--- src/rtl/mips_multicycle_control_pkg.sv ---
// Shared definitions for the multicycle MIPS control FSM: opcodes, state
// encoding, mux-select encodings and the decoded control word.
package mips_multicycle_control_pkg;

  localparam int unsigned OPCODE_W = 6;
  localparam int unsigned STATE_W  = 4;

  // Supported instruction opcodes (instr[31:26])
  localparam logic [OPCODE_W-1:0] OP_RTYPE = 6'b000000;
  localparam logic [OPCODE_W-1:0] OP_LW    = 6'b100011;
  localparam logic [OPCODE_W-1:0] OP_SW    = 6'b101011;
  localparam logic [OPCODE_W-1:0] OP_BEQ   = 6'b000100;
  localparam logic [OPCODE_W-1:0] OP_BNE   = 6'b000101;
  localparam logic [OPCODE_W-1:0] OP_ADDI  = 6'b001000;
  localparam logic [OPCODE_W-1:0] OP_J     = 6'b000010;

  // ALU B-operand select
  localparam logic [1:0] SRCB_B      = 2'b00;
  localparam logic [1:0] SRCB_FOUR   = 2'b01;
  localparam logic [1:0] SRCB_IMM    = 2'b10;
  localparam logic [1:0] SRCB_IMM_SH = 2'b11;

  // ALU operation select
  localparam logic [1:0] ALUOP_ADD   = 2'b00;
  localparam logic [1:0] ALUOP_SUB   = 2'b01;
  localparam logic [1:0] ALUOP_FUNCT = 2'b10;

  // PC source select
  localparam logic [1:0] PCSRC_ALU    = 2'b00;
  localparam logic [1:0] PCSRC_ALUOUT = 2'b01;
  localparam logic [1:0] PCSRC_JUMP   = 2'b10;

  // Branch is split into an eq and a ne state so the branch flavour is
  // carried by the state itself and opcode need not be read in BRANCH.
  typedef enum logic [STATE_W-1:0] {
    S_FETCH     = 4'd0,
    S_DECODE    = 4'd1,
    S_MEMADR    = 4'd2,
    S_MEMRD     = 4'd3,
    S_MEMWB     = 4'd4,
    S_MEMWR     = 4'd5,
    S_EXECUTE   = 4'd6,
    S_ALUWB     = 4'd7,
    S_ADDIWB    = 4'd8,
    S_BRANCH_EQ = 4'd9,
    S_BRANCH_NE = 4'd10,
    S_JUMP      = 4'd11
  } state_e;

  // Control word decoded purely from the current state
  typedef struct packed {
    logic       pc_write;
    logic       branch_eq;
    logic       branch_ne;
    logic       i_or_d;
    logic       mem_write;
    logic       ir_write;
    logic       reg_dst;
    logic       mem_to_reg;
    logic       reg_write;
    logic       alu_src_a;
    logic [1:0] alu_src_b;
    logic [1:0] alu_op;
    logic [1:0] pc_src;
  } ctrl_word_t;

endpackage

--- src/rtl/mips_multicycle_control_if.sv ---
// Control <-> datapath signal bundle.
//   master: control FSM (drives enables/selects, reads opcode/zero)
//   slave : datapath    (drives opcode/zero, reads enables/selects)
interface mips_multicycle_control_if;
  import mips_multicycle_control_pkg::*;

  logic [OPCODE_W-1:0] opcode;
  logic                zero;
  logic                pc_en;
  logic                i_or_d;
  logic                mem_write;
  logic                ir_write;
  logic                reg_dst;
  logic                mem_to_reg;
  logic                reg_write;
  logic                alu_src_a;
  logic [1:0]          alu_src_b;
  logic [1:0]          alu_op;
  logic [1:0]          pc_src;
  logic                illegal_op;

  modport master (
    input  opcode, zero,
    output pc_en, i_or_d, mem_write, ir_write, reg_dst, mem_to_reg,
           reg_write, alu_src_a, alu_src_b, alu_op, pc_src, illegal_op
  );

  modport slave (
    output opcode, zero,
    input  pc_en, i_or_d, mem_write, ir_write, reg_dst, mem_to_reg,
           reg_write, alu_src_a, alu_src_b, alu_op, pc_src, illegal_op
  );
endinterface

--- src/rtl/mips_control_out_decode.sv ---
// Combinational state -> control word decode (Moore outputs).
//   state_i : current FSM state
//   ctrl_o  : enables, selects and internal branch/pc_write qualifiers
module mips_control_out_decode
  import mips_multicycle_control_pkg::*;
(
  input  state_e     state_i,
  output ctrl_word_t ctrl_o
);

  always_comb begin
    ctrl_o = '0;
    case (state_i)
      S_FETCH: begin
        ctrl_o.ir_write  = 1'b1;
        ctrl_o.pc_write  = 1'b1;
        ctrl_o.alu_src_b = SRCB_FOUR;
      end
      // Branch target precomputed into ALUOut while the opcode is decoded
      S_DECODE: ctrl_o.alu_src_b = SRCB_IMM_SH;
      S_MEMADR: begin
        ctrl_o.alu_src_a = 1'b1;
        ctrl_o.alu_src_b = SRCB_IMM;
      end
      S_MEMRD:  ctrl_o.i_or_d = 1'b1;
      S_MEMWB: begin
        ctrl_o.reg_write  = 1'b1;
        ctrl_o.mem_to_reg = 1'b1;
      end
      S_MEMWR: begin
        ctrl_o.i_or_d    = 1'b1;
        ctrl_o.mem_write = 1'b1;
      end
      S_EXECUTE: begin
        ctrl_o.alu_src_a = 1'b1;
        ctrl_o.alu_op    = ALUOP_FUNCT;
      end
      S_ALUWB: begin
        ctrl_o.reg_write = 1'b1;
        ctrl_o.reg_dst   = 1'b1;
      end
      S_ADDIWB: ctrl_o.reg_write = 1'b1;
      S_BRANCH_EQ: begin
        ctrl_o.alu_src_a = 1'b1;
        ctrl_o.alu_op    = ALUOP_SUB;
        ctrl_o.pc_src    = PCSRC_ALUOUT;
        ctrl_o.branch_eq = 1'b1;
      end
      S_BRANCH_NE: begin
        ctrl_o.alu_src_a = 1'b1;
        ctrl_o.alu_op    = ALUOP_SUB;
        ctrl_o.pc_src    = PCSRC_ALUOUT;
        ctrl_o.branch_ne = 1'b1;
      end
      S_JUMP: begin
        ctrl_o.pc_write = 1'b1;
        ctrl_o.pc_src   = PCSRC_JUMP;
      end
      default: ctrl_o = '0;
    endcase
  end

endmodule

--- src/rtl/mips_multicycle_control.sv ---
// Multicycle MIPS control FSM: sequences fetch/decode/execute/memory/
// writeback and drives the datapath enables and mux selects.
//   clk   : rising-edge clock
//   reset : async active-high, forces FETCH and masks all enables/strobes
//   bus   : control bundle (master side), see mips_multicycle_control_if
module mips_multicycle_control
  import mips_multicycle_control_pkg::*;
(
  input  logic                       clk,
  input  logic                       reset,
  mips_multicycle_control_if.master  bus
);

  state_e     state_q;
  state_e     state_d;
  ctrl_word_t ctrl;
  logic       illegal_c;

  // State register
  always_ff @(posedge clk or posedge reset) begin
    if (reset) state_q <= S_FETCH;
    else       state_q <= state_d;
  end

  // Next-state logic; opcode is only consulted in DECODE and MEMADR
  always_comb begin
    state_d   = S_FETCH;
    illegal_c = 1'b0;
    case (state_q)
      S_FETCH: state_d = S_DECODE;
      S_DECODE: begin
        case (bus.opcode)
          OP_LW, OP_SW, OP_ADDI: state_d = S_MEMADR;
          OP_RTYPE:              state_d = S_EXECUTE;
          OP_BEQ:                state_d = S_BRANCH_EQ;
          OP_BNE:                state_d = S_BRANCH_NE;
          OP_J:                  state_d = S_JUMP;
          default: begin
            state_d   = S_FETCH;
            illegal_c = 1'b1;
          end
        endcase
      end
      S_MEMADR: begin
        case (bus.opcode)
          OP_LW:   state_d = S_MEMRD;
          OP_SW:   state_d = S_MEMWR;
          OP_ADDI: state_d = S_ADDIWB;
          default: state_d = S_FETCH;
        endcase
      end
      S_MEMRD:   state_d = S_MEMWB;
      S_EXECUTE: state_d = S_ALUWB;
      default:   state_d = S_FETCH;
    endcase
  end

  mips_control_out_decode u_out_decode (
    .state_i (state_q),
    .ctrl_o  (ctrl)
  );

  // Enables are masked by reset so an aborted instruction writes nothing
  // in the reset cycle itself; selects keep their FETCH values.
  assign bus.pc_en      = ~reset & (ctrl.pc_write
                                  | (ctrl.branch_eq &  bus.zero)
                                  | (ctrl.branch_ne & ~bus.zero));
  assign bus.mem_write  = ~reset & ctrl.mem_write;
  assign bus.ir_write   = ~reset & ctrl.ir_write;
  assign bus.reg_write  = ~reset & ctrl.reg_write;
  assign bus.illegal_op = ~reset & illegal_c;

  assign bus.i_or_d     = ctrl.i_or_d;
  assign bus.reg_dst    = ctrl.reg_dst;
  assign bus.mem_to_reg = ctrl.mem_to_reg;
  assign bus.alu_src_a  = ctrl.alu_src_a;
  assign bus.alu_src_b  = ctrl.alu_src_b;
  assign bus.alu_op     = ctrl.alu_op;
  assign bus.pc_src     = ctrl.pc_src;

endmodule

--- src/flat_wrapper.sv ---
// flat-port wrapper written by rule: the top's interface ports become plain ports
module mips_multicycle_control_flat import mips_multicycle_control_pkg::*;
  (clk, reset, bus_opcode, bus_zero, bus_pc_en, bus_i_or_d, bus_mem_write, bus_ir_write, bus_reg_dst, bus_mem_to_reg, bus_reg_write, bus_alu_src_a, bus_alu_src_b, bus_alu_op, bus_pc_src, bus_illegal_op);
  mips_multicycle_control_if bus_i ();
  input  logic clk;
  input  logic reset;
  input wire logic [$bits(bus_i.opcode)-1:0] bus_opcode;
  input wire logic [$bits(bus_i.zero)-1:0] bus_zero;
  output wire logic [$bits(bus_i.pc_en)-1:0] bus_pc_en;
  output wire logic [$bits(bus_i.i_or_d)-1:0] bus_i_or_d;
  output wire logic [$bits(bus_i.mem_write)-1:0] bus_mem_write;
  output wire logic [$bits(bus_i.ir_write)-1:0] bus_ir_write;
  output wire logic [$bits(bus_i.reg_dst)-1:0] bus_reg_dst;
  output wire logic [$bits(bus_i.mem_to_reg)-1:0] bus_mem_to_reg;
  output wire logic [$bits(bus_i.reg_write)-1:0] bus_reg_write;
  output wire logic [$bits(bus_i.alu_src_a)-1:0] bus_alu_src_a;
  output wire logic [$bits(bus_i.alu_src_b)-1:0] bus_alu_src_b;
  output wire logic [$bits(bus_i.alu_op)-1:0] bus_alu_op;
  output wire logic [$bits(bus_i.pc_src)-1:0] bus_pc_src;
  output wire logic [$bits(bus_i.illegal_op)-1:0] bus_illegal_op;
  assign bus_i.opcode = bus_opcode;
  assign bus_i.zero = bus_zero;
  assign bus_pc_en = bus_i.pc_en;
  assign bus_i_or_d = bus_i.i_or_d;
  assign bus_mem_write = bus_i.mem_write;
  assign bus_ir_write = bus_i.ir_write;
  assign bus_reg_dst = bus_i.reg_dst;
  assign bus_mem_to_reg = bus_i.mem_to_reg;
  assign bus_reg_write = bus_i.reg_write;
  assign bus_alu_src_a = bus_i.alu_src_a;
  assign bus_alu_src_b = bus_i.alu_src_b;
  assign bus_alu_op = bus_i.alu_op;
  assign bus_pc_src = bus_i.pc_src;
  assign bus_illegal_op = bus_i.illegal_op;
  mips_multicycle_control u_core (.clk(clk), .reset(reset), .bus(bus_i));
endmodule
--- config.mk ---
export PLATFORM = sky130hd
export DESIGN_NAME = mips_multicycle_control_flat
export DESIGN_NICKNAME = d
export VERILOG_FILES = /design/src/rtl/mips_multicycle_control_pkg.sv /design/src/rtl/mips_multicycle_control_if.sv /design/src/rtl/mips_control_out_decode.sv /design/src/rtl/mips_multicycle_control.sv /design/src/flat_wrapper.sv
export SDC_FILE = /design/constraint.sdc
export NUM_CORES = 1
export LEC_CHECK = 0
export ABC_AREA = 1
export CAP_MARGIN = 30
export CORE_MARGIN = 2
export CORE_UTILIZATION = 46
export CTS_CLUSTER_SIZE = 14
export DETAILED_ROUTE_END_ITERATION = 7
export PLACE_DENSITY = 0.94
export SLEW_MARGIN = 15
export SYNTH_ARGS = -nofsm -noshare
export SYNTH_HDL_FRONTEND = slang
export SYNTH_HIERARCHICAL = 1
export SYNTH_SLANG_ARGS = --single-unit
--- constraint.sdc ---
create_clock -name clk -period 3.82 [get_ports clk]
set_input_delay 1.146 -clock clk [delete_from_list [all_inputs] [get_ports clk]]
set_output_delay 1.146 -clock clk [all_outputs]
set_load 0.02 [all_outputs]
==> summary.md <==
| Metric | Value |
|---|---|
| Outcome | `complete, no violations` |
| Total DRC errors in the routed layout | `0` |
| Clock tree sinks | `4` |
| Distinct cells, synth | `17` |
| Count of final setup violators | `0` |
| Async set-reset flop share out of synthesis | `100%` |
| Std-Cell Core Area | `1280 µm²` |
| Flop-to-flop setup slack | `2.60 ns` |
| F_max | `270 MHz` |
| Reg2reg end | `u_core/state_q[2]` |
| Count of TritonRoute iterations in the first routing pass | `4` |
| Share of synthesized area occupied by flip-flops and latches | `16.0%` |
| Number of buffers added by the clock tree synthesis step | `3` |
| Vert. Die Dim | `40.8 µm` |
| Setup repair after global routing missed its margin | `no` |
| Overflow left after global routing | `0` |
| Number of I/O pins | `24` |
| Pre-CTS setup slack | `-0.155 ns` |
| Arrival time reported for the critical path endpoint | `2.56 ns` |
| CP Launch Type | `input port` |
| Number of buffers added for setup after CTS | `0` |
| Total power | `0.000316 W` |
| Cells along the critical path | `clkdlybuf4s50_1, nand2_1, inv_1, nand3_1, nand2_1, nor2_2, nand3_1, nor2_1, dlygate4sd2_1` |
| Post-Synthesis Net Count | `125` |
| Antenna violation net count after detailed routing | `0` |
| Worst slew margin | `75.0%` |
| Worst reg2reg startpoint | `u_core/state_q[3]` |
| Flop and latch count out of synthesis | `4` |
| Htree depth | `1` |
| Routed vias | `817` |
| R2r worst-path depth | `5` |
| Number of warnings reported in the yosys synthesis log | `6` |
| Routed WL per cell | `10.4 µm` |
| Largest register FFs | `4` |
| Highest-delay cell along the critical path | `sky130_fd_sc_hd__clkdlybuf4s50_1` |
| Static power due to leakage | `0.550 nW` |
| Instance area after placement | `941 µm²` |
| Start point of the critical path | `bus_opcode[1]` |
| Family of cells with the greatest summed delay on the critical path | `buffers and inverters` |
| Slew @ Worst Pin | `0.376 ns` |
| Biggest regs | `u_core/state_q x4` |
| Share of post-route cells with drive strength above 1 | `19.9%` |
| Maximum net fanout on the critical path | `4` |
| Clock Tree Root | `sky130_fd_sc_hd__clkbuf_4` |
| Post-Route Setup TNS | `0 ns` |
| # diodes | `0` |
| Maximum number of pins on one net before global-route repair | `12` |
| Final-report hold violation count | `0` |
| DPL Wire Length | `1490 µm` |
| Die area | `1670 µm²` |
| Required arrival time at the worst endpoint | `2.67 ns` |
| Mean post-synth cell area | `5.38 µm²` |
| TritonCTS clock tree | `built` |
| Number of enable flip-flop cells after synthesis | `0` |
| Post-layout min period | `3.71 ns` |
| Starting DRC count in detailed routing | `19` |
| Path type of the worst min-delay path | `reg -> reg` |
| Gate count after technology mapping | `116` |
| Clock latency reported for the late side of the worst-skew pair | `0.23 ns` |
| Mapped cell area | `624 µm²` |
| Stages on worst setup path | `9` |
| Hold-fix buffer count after cts | `0` |
| Setup clock skew after layout | `0.00439 ns` |
| Initial antenna violation count | `0` |
| Post-route cell area | `965 µm²` |
| Final-stage net count | `162` |
| Post-synth top flop | `sky130_fd_sc_hd__dfrtp_1` |
| Hold slack | `0.723 ns` |
| Worst path buffer plus inverter count | `3` |
| Starting Density | `48.6%` |
| Final setup margin | `0.111 ns` |
| Clock-pin slew on the worst setup and hold paths | `0.04 ns` |
| Kind of end point of the critical path | `primary output` |
| Routed vias/inst | `4.92` |
| Top register by number of flip-flops | `u_core/state_q` |
| Site Rows | `13` |
| End of the critical path | `bus_illegal_op` |
| Max-Cap Viols | `0` |
| Final Cycle Share | `97.1%` |
| Category of the most critical setup path | `in -> out` |
| Delay contributed by the slowest stage of the critical path | `0.46 ns` |
| Global router's overall resource usage | `25.7%` |
| Final Slew Violations | `0` |
| Clock Tree Buf Depth | `2` |
| Die X | `40.8 µm` |
| Final GP Congestion | `0.905` |
| WL final | `1730 µm` |
| Synth-to-Final Area Change | `54.5%` |
| Port buffer count | `23` |
| Worst-case vdd ir drop | `0.000235 V` |
| First-pass GRT wire length | `2770 µm` |
| Vias in the first global route | `665` |
| Cell area power density | `328 nW/µm²` |
[metal layers]
metal	up-vias	track usage (%)	share of wire [%]
li1	416	-	-
met1	366	29.3	40
met2	33	46.1	54
met3	2	3.26	4.4
met4	0	12.5	0.87
met5	-	0	0
[worst min-delay path: cells and delay by family, from the launching register on]
kind | cells | cell delay [ns]
flops | 1 | 0.45
simple gates | 2 | 0.24
[cell usage after synthesis (2+ instances only)]
cell type / n / share of area (%)
sky130_fd_sc_hd__nor2_1: 17 / 10
sky130_fd_sc_hd__dfrtp_1: 4 / 16
sky130_fd_sc_hd__nor2_2: 6 / 6.0
sky130_fd_sc_hd__o21ai_2: 2 / 2.8
sky130_fd_sc_hd__a21oi_1: 3 / 2.4
sky130_fd_sc_hd__inv_1: 32 / 19
sky130_fd_sc_hd__nor2_4: 3 / 5.4
sky130_fd_sc_hd__nand3_1: 10 / 8.0
sky130_fd_sc_hd__nand2_1: 27 / 16
sky130_fd_sc_hd__nand2_2: 3 / 3.0
sky130_fd_sc_hd__nand4_1: 3 / 3.0
[logic make-up after synthesis]
family	Yosys count	share of synthesized area, %
AOI/OAI and AO/OA	8	8.01
buffers and inverters	33	19.8
DFF	4	16.0
and+or+nand+nor	71	56.1
[metrics by stage]
stage               cells  utilization [%]
global route          166             75.1
global placement      163             73.2
floorplan             116                -
detailed placement    163             73.2
finish                166             75.1
CTS                   166             74.9
[cells in the final DEF, fill, tap and decap left out]
cell	count
sky130_fd_sc_hd__inv_2	1
sky130_fd_sc_hd__a21oi_1	3
sky130_fd_sc_hd__dfrtp_1	4
sky130_fd_sc_hd__o21ai_0	1
sky130_fd_sc_hd__clkdlybuf4s50_1	22
sky130_fd_sc_hd__nor2_1	16
sky130_fd_sc_hd__buf_4	9
sky130_fd_sc_hd__nor3_4	1
sky130_fd_sc_hd__nand4_1	3
sky130_fd_sc_hd__nand3_1	10
sky130_fd_sc_hd__nor2_2	7
sky130_fd_sc_hd__nand2_2	3
sky130_fd_sc_hd__o21ai_1	1
sky130_fd_sc_hd__clkbuf_4	3
sky130_fd_sc_hd__o21ai_2	2
sky130_fd_sc_hd__nand3_2	1
sky130_fd_sc_hd__nor2_4	3
sky130_fd_sc_hd__inv_1	32
sky130_fd_sc_hd__dlygate4sd2_1	1
sky130_fd_sc_hd__o21a_1	1
sky130_fd_sc_hd__nand2_1	27
[power breakdown]
group          internal (W)  switching [W]  leakage, nW
Clock             0.0000351      0.0000162       0.0138
Combinational     0.0000834       0.000116        0.483
Sequential        0.0000501      0.0000150       0.0533
[final cells by class]
type,instances,area (µm²)
multi-input cells,79,403
fillers,103,320
repair buffers,32,297
inverters,33,124
flip-flops and latches,4,100
clock buffers,3,22.5
well taps,15,18.8
[worst min path at each step]
stage / start / endpoint / slack, ns / cells past startpoint
floorplan: u_core/state_q[0] / u_core/state_q[2] / 0.62 / 2
finish: u_core/state_q[0] / u_core/state_q[2] / 0.72 / 2
global placement: u_core/state_q[0] / u_core/state_q[2] / 0.68 / 2
global route: u_core/state_q[0] / u_core/state_q[2] / 0.72 / 2
detailed placement: u_core/state_q[0] / u_core/state_q[2] / 0.68 / 2
CTS: u_core/state_q[0] / u_core/state_q[2] / 0.70 / 2
[what timing repair did]
item,CTS,global route
hold endpoints to repair,0,0
pin swaps,0,0
gates resized for setup,1,1
gates cloned,0,0
setup endpoints to repair,1,1
Note: power is estimated with default switching activity, not from simulation.
